[src/rtl/alu_pwr_pkg.sv]
// Shared types and timing defaults for the ALU power-sequencing controller.
package alu_pwr_pkg;

  typedef enum logic [2:0] {
    OFF     = 3'd0,
    PWR_UP  = 3'd1,
    RST_REL = 3'd2,
    ON      = 3'd3,
    DRAIN   = 3'd4,
    ISO     = 3'd5
  } pwr_state_e;

  localparam int unsigned DEF_PWR_UP_CYC = 4;
  localparam int unsigned DEF_RST_HOLD   = 2;
  localparam int unsigned DEF_ISO_SETUP  = 2;
  localparam int unsigned DEF_DRAIN_MAX  = 16;

  function automatic int unsigned max4(input int unsigned a, input int unsigned b,
                                       input int unsigned c, input int unsigned d);
    int unsigned m;
    m = a;
    if (b > m) m = b;
    if (c > m) m = c;
    if (d > m) m = d;
    return m;
  endfunction

  function automatic int unsigned cnt_width(input int unsigned a, input int unsigned b,
                                            input int unsigned c, input int unsigned d);
    return $clog2(max4(a, b, c, d) + 1);
  endfunction

endpackage

[src/rtl/alu_pwr_ctrl_if.sv]
// Isolation / power-enable control interface between the controller and the ALU side.
interface alu_pwr_ctrl_if;
  logic pwr_req;
  logic alu_busy;
  logic alu_pwr_en;
  logic iso_en;
  logic alu_rst_n;
  logic pwr_on;
  logic pwr_off;
  logic drain_timeout;

  modport master (
    input  pwr_req, alu_busy,
    output alu_pwr_en, iso_en, alu_rst_n, pwr_on, pwr_off, drain_timeout
  );

  modport slave (
    output pwr_req, alu_busy,
    input  alu_pwr_en, iso_en, alu_rst_n, pwr_on, pwr_off, drain_timeout
  );
endinterface

[src/rtl/alu_pwr_ctrl_timer.sv]
// Loadable down-counter shared by every timed state; saturates at zero.
module pwr_seq_timer #(
  parameter int unsigned WIDTH = 5
) (
  input  logic             clk,
  input  logic             rst_n,
  input  logic             load,
  input  logic [WIDTH-1:0] load_val,
  output logic             done
);

  logic [WIDTH-1:0] cnt;

  always_ff @(posedge clk or negedge rst_n) begin
    if (!rst_n) begin
      cnt <= '0;
    end else if (load) begin
      cnt <= load_val;
    end else if (cnt != '0) begin
      cnt <= cnt - 1'b1;
    end
  end

  assign done = (cnt == '0);

endmodule

[src/rtl/alu_pwr_ctrl.sv]
// Power-sequencing FSM for the gated ALU domain: isolate -> reset -> power off,
// and power on -> release reset -> de-isolate.
module alu_pwr_ctrl
  import alu_pwr_pkg::*;
#(
  parameter int unsigned PWR_UP_CYC = DEF_PWR_UP_CYC,
  parameter int unsigned RST_HOLD   = DEF_RST_HOLD,
  parameter int unsigned ISO_SETUP  = DEF_ISO_SETUP,
  parameter int unsigned DRAIN_MAX  = DEF_DRAIN_MAX
) (
  input  logic           clk,
  input  logic           rst_n,
  alu_pwr_ctrl_if.master bus
);

  localparam int unsigned CW = cnt_width(PWR_UP_CYC, RST_HOLD, ISO_SETUP, DRAIN_MAX);

  pwr_state_e    state, state_next;
  logic          tmr_load;
  logic [CW-1:0] tmr_val;
  logic          tmr_done;

  logic pwr_en_q, iso_q, rst_n_q, on_q, off_q, to_q;
  logic pwr_en_d, iso_d, rst_n_d, on_d, off_d, to_d;

  pwr_seq_timer #(.WIDTH(CW)) u_timer (
    .clk      (clk),
    .rst_n    (rst_n),
    .load     (tmr_load),
    .load_val (tmr_val),
    .done     (tmr_done)
  );

  // Timer is loaded with dwell-1 on the entry edge, so done rises on the
  // dwell-th cycle and the exit edge lands exactly dwell edges after entry.
  always_comb begin
    state_next = state;
    tmr_load   = 1'b0;
    tmr_val    = '0;
    to_d       = 1'b0;
    unique case (state)
      OFF: if (bus.pwr_req) begin
        state_next = PWR_UP;
        tmr_load   = 1'b1;
        tmr_val    = CW'(PWR_UP_CYC - 1);
      end
      PWR_UP: if (tmr_done) begin
        state_next = RST_REL;
        tmr_load   = 1'b1;
        tmr_val    = CW'(RST_HOLD - 1);
      end
      RST_REL: if (tmr_done) state_next = ON;
      ON: if (!bus.pwr_req) begin
        state_next = DRAIN;
        tmr_load   = 1'b1;
        tmr_val    = CW'(DRAIN_MAX - 1);
      end
      DRAIN: begin
        if (bus.pwr_req) begin
          state_next = ON;
        end else if (!bus.alu_busy || tmr_done) begin
          state_next = ISO;
          tmr_load   = 1'b1;
          tmr_val    = CW'(ISO_SETUP - 1);
          to_d       = bus.alu_busy;
        end
      end
      ISO: if (tmr_done) state_next = OFF;
      default: state_next = OFF;
    endcase
  end

  // Outputs are decoded from the next state and registered alongside it.
  always_comb begin
    pwr_en_d = 1'b0;
    iso_d    = 1'b1;
    rst_n_d  = 1'b0;
    on_d     = 1'b0;
    off_d    = 1'b0;
    unique case (state_next)
      OFF:     off_d = 1'b1;
      PWR_UP:  pwr_en_d = 1'b1;
      RST_REL: begin pwr_en_d = 1'b1; rst_n_d = 1'b1; end
      ON:      begin pwr_en_d = 1'b1; rst_n_d = 1'b1; iso_d = 1'b0; on_d = 1'b1; end
      DRAIN:   begin pwr_en_d = 1'b1; rst_n_d = 1'b1; iso_d = 1'b0; end
      ISO:     begin pwr_en_d = 1'b1; rst_n_d = 1'b1; end
      default: off_d = 1'b1;
    endcase
  end

  always_ff @(posedge clk or negedge rst_n) begin
    if (!rst_n) begin
      state    <= OFF;
      pwr_en_q <= 1'b0;
      iso_q    <= 1'b1;
      rst_n_q  <= 1'b0;
      on_q     <= 1'b0;
      off_q    <= 1'b1;
      to_q     <= 1'b0;
    end else begin
      state    <= state_next;
      pwr_en_q <= pwr_en_d;
      iso_q    <= iso_d;
      rst_n_q  <= rst_n_d;
      on_q     <= on_d;
      off_q    <= off_d;
      to_q     <= to_d;
    end
  end

  assign bus.alu_pwr_en    = pwr_en_q;
  assign bus.iso_en        = iso_q;
  assign bus.alu_rst_n     = rst_n_q;
  assign bus.pwr_on        = on_q;
  assign bus.pwr_off       = off_q;
  assign bus.drain_timeout = to_q;

endmodule

[src/flat_wrapper.sv]
// flat-port wrapper written by rule: the top's interface ports become plain ports
module alu_pwr_ctrl_flat import alu_pwr_pkg::*;
#(
  parameter int unsigned PWR_UP_CYC = DEF_PWR_UP_CYC,
  parameter int unsigned RST_HOLD   = DEF_RST_HOLD,
  parameter int unsigned ISO_SETUP  = DEF_ISO_SETUP,
  parameter int unsigned DRAIN_MAX  = DEF_DRAIN_MAX
)
  (clk, rst_n, bus_pwr_req, bus_alu_busy, bus_alu_pwr_en, bus_iso_en, bus_alu_rst_n, bus_pwr_on, bus_pwr_off, bus_drain_timeout);
  alu_pwr_ctrl_if bus_i ();
  input  logic clk;
  input  logic rst_n;
  input wire logic [$bits(bus_i.pwr_req)-1:0] bus_pwr_req;
  input wire logic [$bits(bus_i.alu_busy)-1:0] bus_alu_busy;
  output wire logic [$bits(bus_i.alu_pwr_en)-1:0] bus_alu_pwr_en;
  output wire logic [$bits(bus_i.iso_en)-1:0] bus_iso_en;
  output wire logic [$bits(bus_i.alu_rst_n)-1:0] bus_alu_rst_n;
  output wire logic [$bits(bus_i.pwr_on)-1:0] bus_pwr_on;
  output wire logic [$bits(bus_i.pwr_off)-1:0] bus_pwr_off;
  output wire logic [$bits(bus_i.drain_timeout)-1:0] bus_drain_timeout;
  assign bus_i.pwr_req = bus_pwr_req;
  assign bus_i.alu_busy = bus_alu_busy;
  assign bus_alu_pwr_en = bus_i.alu_pwr_en;
  assign bus_iso_en = bus_i.iso_en;
  assign bus_alu_rst_n = bus_i.alu_rst_n;
  assign bus_pwr_on = bus_i.pwr_on;
  assign bus_pwr_off = bus_i.pwr_off;
  assign bus_drain_timeout = bus_i.drain_timeout;
  alu_pwr_ctrl #(.PWR_UP_CYC(PWR_UP_CYC), .RST_HOLD(RST_HOLD), .ISO_SETUP(ISO_SETUP), .DRAIN_MAX(DRAIN_MAX)) u_core (.clk(clk), .rst_n(rst_n), .bus(bus_i));
endmodule
[config.mk]
export PLATFORM = sky130hd
export DESIGN_NAME = alu_pwr_ctrl_flat
export DESIGN_NICKNAME = d
export VERILOG_FILES = /design/src/rtl/alu_pwr_pkg.sv /design/src/rtl/alu_pwr_ctrl_if.sv /design/src/rtl/alu_pwr_ctrl_timer.sv /design/src/rtl/alu_pwr_ctrl.sv /design/src/flat_wrapper.sv
export SDC_FILE = /design/constraint.sdc
export NUM_CORES = 1
export LEC_CHECK = 0
export CORE_MARGIN = 4
export CORE_UTILIZATION = 56
export DETAILED_ROUTE_END_ITERATION = 16
export PLACE_DENSITY = 0.8
export SETUP_SLACK_MARGIN = 0.5
export SYNTH_ARGS = -nofsm -noshare
export SYNTH_HDL_FRONTEND = slang
export SYNTH_SLANG_ARGS = --single-unit
[constraint.sdc]
create_clock -name clk -period 4.1 [get_ports clk]
set_input_delay 0.41 -clock clk [delete_from_list [all_inputs] [get_ports clk]]
set_output_delay 0.41 -clock clk [all_outputs]
set_load 0.03 [all_outputs]
# == Word level (Yosys, flattened, before mapping) ==
# Cells that the tools add are included.
# word_totals
register_bits,14
input_bits,4
out_inout_bits,6
wordCells,58
# op_classes
addsub,1
n_eq_ne,10
muxes,30
reduce_logical,9
# ops
op,count
$mux 3,7
$pmux 5 s4,1
$pmux 3 s6,1
$mux 1,15
$mux 5,3
$eq 3x2->1 const B,4
$eq 3x3->1 const B,4
$eq 3x1->1 const B,2
$logic_not 5->1,1
$reduce_bool 5->1,1
$reduce_or 5->1,1
$sub 5x1->5 const B,1
$mux 4,1
$pmux 1 s4,1
$reduce_or 4->1,1
$logic_not 3->1,1
$mux 2,1
$reduce_bool 2->1,1
$reduce_or 2->1,1
$logic_not 1->1,1
$logic_or 1x1->1,1

# == Depth between registers and ports, before layout ==
# depth
ltp_word,8
ltp_mapped,8
mapped_depth_nobuf,7

# == Cells and area by module ==
# Synthesis repeated with hierarchy kept, for this count alone.
# hier_totals
hier_cells,81
hier_area_um2,794.5
# by_module_without_submodules
mod,instances,cells_each,area_each_um2,seq_area_each_um2
alu_pwr_ctrl,1,54,515.5,227.7
pwr_seq_timer,1,27,279.0,125.1

# == Worst setup path before layout ==
# No wires, ideal clock.
# synth_timing
kind,register to register
start,register u_core.u_timer.cnt[0]
end,register u_core.u_timer.cnt[3]
setup_time_ps,126
arrival_time_ps,1804
required_ps,3974
setup_slack_ps,2170
stages_incl_launch_ff,8
n_path_buf,1
synth_period_minus_slack_ps,1930
path_cell_list,dfrtp_1 -> inv_1 -> ha_1 -> or4b_1 -> buf_4 -> a2111oi_4 -> or4_4 -> o21ai_0
# synth_between
elab_chain_len,6
word_cells_on_any_way,11
classes_between,add/sub: 1; mux: 6; reduce/logical: 4
# synth_rtl
element,line,source
from (decl),alu_pwr_ctrl_timer.sv:12,logic [WIDTH-1:0] cnt;
from (signal assigned),alu_pwr_ctrl_timer.sv:18,cnt <= load_val;
from (signal assigned),alu_pwr_ctrl_timer.sv:20,cnt <= cnt - 1'b1;
$logic_not 5->1,alu_pwr_ctrl_timer.sv:24,assign done = (cnt == '0);
$logic_or 1x1->1,alu_pwr_ctrl.sv:61,end else if (!bus.alu_busy || tmr_done) begin
$mux 1,alu_pwr_ctrl.sv:61,
$mux 1,alu_pwr_ctrl.sv:59,if (bus.pwr_req) begin
$pmux 1 s4,alu_pwr_ctrl.sv:41,unique case (state)
$mux 5 or $reduce_bool 2->1 (tied branches),--,
# Parallel ways exist; a longest one is shown, timed or not. The select of a mux whose other input is x is not followed.
# A chain may end at the register's enable or synchronous reset.

# == Worst setup path after layout ==
# layout_timing
start,register u_core.u_timer.cnt[0]
end,"register u_core.off_q, in the netlist u_core.bus.pwr_off"
# layout_between
elab_chain_len,8
word_cells_on_any_way,15
classes_between,eq/ne: 5; mux: 7; reduce/logical: 3
# layout_rtl
element,line,source
$logic_not 5->1 *,alu_pwr_ctrl_timer.sv:24,
$logic_or 1x1->1,alu_pwr_ctrl.sv:61,
$mux 3,alu_pwr_ctrl.sv:61,
$mux 3,alu_pwr_ctrl.sv:59,
$pmux 3 s6 *,alu_pwr_ctrl.sv:41,
"$eq 3x1->1, or another cell as far along",alu_pwr_ctrl.sv:80,unique case (state_next)
$reduce_or 5->1 (no line) *,--,
$mux 1 *,alu_pwr_ctrl.sv:80,
named net u_core.off_d,alu_pwr_ctrl.sv:24,"logic pwr_en_d, iso_d, rst_n_d, on_d, off_d, to_d;"
to (signal assigned),alu_pwr_ctrl.sv:98,off_q <= 1'b1;
to (signal assigned),alu_pwr_ctrl.sv:106,off_q <= off_d;
to (decl),alu_pwr_ctrl.sv:23,"logic pwr_en_q, iso_q, rst_n_q, on_q, off_q, to_q;"
# The timed path passes the listed nets; every way through them passes the cells marked *.

==> impl_metrics.ini <==
[timing]
hold_violations = 0
rsz0062_at_grt = false
period_share_pct = 53.7
holdWs_ns = 0.493
tightest_slew_ns = 0.779
slew_violations = 0
fmax_mhz = 454
finalSetupTns_ns = 0
setup_violations = 0
fin_worst_skew_ns = 0.00513
fin_crit_ns = 2.20
relSlewSlack_pct = 47.3

[setup_path]
crit_buf_inv = 1
worstSetupPathType = flip-flop to flip-flop
cp-startpoint = u_core.u_timer.cnt[0]$_DFFE_PN0P_
critPathLaunchType = flip-flop
worstSetupEndpoint = u_core.bus.pwr_off$_DFF_PN1_
crit_required_ns = 4.33
reg2regPathDepth = 6
worstPathCellList = inv_1, ha_1, nor4b_1, a21oi_1, o221ai_1, and3_2
r2r_slack_ns = 1.90
end_kind = flip-flop
path_depth = 6
r2r-start = u_core.u_timer.cnt[0]$_DFFE_PN0P_
max_stage_delay_ns = 0.65
slowest_stage = nor4b_1
path_max_fanout = 5
crit_arrival_ns = 2.43
r2r-end = u_core.bus.pwr_off$_DFF_PN1_
crit_family = simple AND/OR/NAND/NOR gates

[clock_tree]
cts_root_buf = clkbuf_4
cts_tree = done
ctsResizeCount = 0
cts_hold_buf = 0
clk_latency_ns = 0.29
path_clk_slew_ns = 0.09
cts_buffers = 3
clock-sinks = 14
post-cts-setup-buffers = 0
htreeDepth = 1
clock_path_buffers = 2

[logic_synthesis]
synthArstFlopShare_pct = 100
yosys_most_used_dff = dfrtp_1
yosysSeqAreaShare_pct = 44.4
synth_nets = 83
synth_area_um2 = 795
synth_cell_types = 35
netlist_instances = 77
synth-edff-count = 0
ys_seq_elements = 14
ys.warnings.count = 0
syn_area_per_cell_um2 = 10.3

[route]
vias_per_cell = 5.78
ant_nets = 0
drt_iter0_drc = 6
num_vias = 584
wl_per_cell_um = 14.4
drt-total-wl_um = 1450
detail_route.first_pass.iterations = 4
route.detailed.drc = 0

[hold_path]
holdCritPathClass = input pin to async pin

[placement]
io_buffers = 9
place.gp.congestion = 0.774
dpl.hpwl_um = 1070

[grt]
grt_use_met3_pct = 5.14
grt_busiest_layer = met2
grt_pass1_wl_um = 2730
track_usage_pct = 19.2
grt-ovfl-total = 0
grt_max_degree = 15
grt_use_met1_pct = 20.4
antenna_found_initial = 0
globalRouteMet2Util_pct = 30.9
grt_pass1_vias = 646

[floorplan]
ios = 10
core_um2 = 1320
fp.dieW_um = 45.7
dieHeight_um = 45.7
dieArea_um2 = 2090
rows = 13
start_util_pct = 60.3

[pwr]
combPwrFrac_pct = 48.9
swShare_pct = 41.0
p_int_w = 0.000413
p_leak_nw = 0.398
ir_drop_uv = 451
power_density_nw_per_um2 = 763
power_frac_clock_pct = 14.3
switching_power_w = 0.000286
pwr-share-seq_pct = 36.8

[finish]
layout-drive-gt1-share_pct = 12.8
finalNetCount = 93
fill_cells = 98
diodes = 0
syn_to_final_growth_pct = 15.3

[outcome]
outcome = finished, final reports clean

[run]
maxCapViolCount = 0
==> placed cells by master (no fill, tap or decap), types with 2 or more instances in the layout <==
cell	n
nor4b_1	4
dfrtp_1	12
dfstp_2	2
ha_1	2
nor3b_1	3
nand2_1	6
clkdlybuf4s50_1	9
clkbuf_4	3
o21ai_0	4
nor3_1	4
inv_1	6
nor2b_1	2
nor2_1	4
a21oi_1	3
mux2i_1	2
==> worst min-delay path by stage <==
| stage | slack (ns) | cells past startpoint | startpoint | end |
|---|---|---|---|---|
| 3_5_place_dp | 0.57 | 2 | u_core.u_timer.cnt[0]$_DFFE_PN0P_ | u_core.u_timer.cnt[0]$_DFFE_PN0P_ |
| 4_1_cts | 0.52 | 1 | rst_n | u_core.u_timer.cnt[0]$_DFFE_PN0P_ |
| 3_3_place_gp | 0.55 | 2 | u_core.u_timer.cnt[0]$_DFFE_PN0P_ | u_core.u_timer.cnt[0]$_DFFE_PN0P_ |
| 5_1_grt | 0.53 | 1 | rst_n | u_core.u_timer.cnt[0]$_DFFE_PN0P_ |
| 2_1_floorplan | 0.11 | 0 | rst_n | u_core.bus.alu_pwr_en$_DFF_PN0_ |
| 6_report | 0.49 | 1 | rst_n | u_core.u_timer.cnt[0]$_DFFE_PN0P_ |
==> stage by stage <==
step / util [%] / cell area [µm²] / setup slack (ns) / std cells / power [W]
2_1_floorplan: - / 795 / 2.17 / 77 / 0.000521
3_3_place_gp: 66.8 / 880 / 1.95 / 97 / 0.000596
3_5_place_dp: 66.8 / 880 / 1.91 / 97 / 0.000605
4_1_cts: 69.5 / 916 / 1.87 / 101 / 0.000705
5_1_grt: 69.5 / 916 / 1.61 / 101 / 0.000764
6_report: 69.5 / 916 / 1.90 / 101 / 0.000699
==> flip-flops by register name, summed over array words and instances, names as in the netlist <==
register,count
u_core.bus.alu_rst_n,1
u_core.state,3
u_core.bus.alu_pwr_en,1
u_core.bus.iso_en,1
u_core.bus.pwr_on,1
u_core.u_timer.cnt,5
u_core.bus.drain_timeout,1
u_core.bus.pwr_off,1
==> layout make-up <==
type / instances / area [µm²] / share of cell area, %
multi-input cells: 53 / 395 / 43.2
flip-flops and latches: 14 / 353 / 38.5
repair buffers: 9 / 90.1 / 9.84
clock buffers: 4 / 36.3 / 3.96
inverters: 6 / 22.5 / 2.46
well taps: 15 / 18.8 / 2.05
==> synth_stat cells, types with 2 or more instances <==
master   instances  area (µm²)
dfrtp_1         12         300
inv_1            6        22.5
nor3b_1          3        22.5
nand2_1          6        22.5
nor2b_1          2        12.5
buf_4            2        15.0
nor4b_1          4        35.0
ha_1             2        25.0
o21ai_0          4        20.0
a21oi_1          3        15.0
mux2i_1          2        20.0
nor2_1           4        15.0
dfstp_2          2        52.6
nor3_1           4        20.0
==> cells by family (layout without fill, tap and decap cells) <==
logic type	count (synthesis)	after routing	synth area share, %
simple gates	33	33	28.2
compound gates	14	14	13.7
flops	14	14	44.4
buf+inv	10	19	5.82
fa+ha+maj	2	2	3.15
xor+xnor	2	2	2.21
mux	2	2	2.52
==> per-layer routing <==
metal | share of wire [%] | up-vias
met3 | 3.2 | 5
met1 | 41 | 276
met2 | 52 | 10
met5 | 0 | -
li1 | - | 293
met4 | 3.4 | 0
==> power by group through the flow <==
stage	clock network [W]	logic, W	registers [W]
floorplan	0	0.000256	0.000265
global placement	0	0.000338	0.000258
detailed placement	0	0.000344	0.000260
CTS	0.000101	0.000347	0.000257
global route	0.000108	0.000386	0.000270
finish	0.000100	0.000342	0.000257
Note: power is estimated with default switching activity, not from simulation.
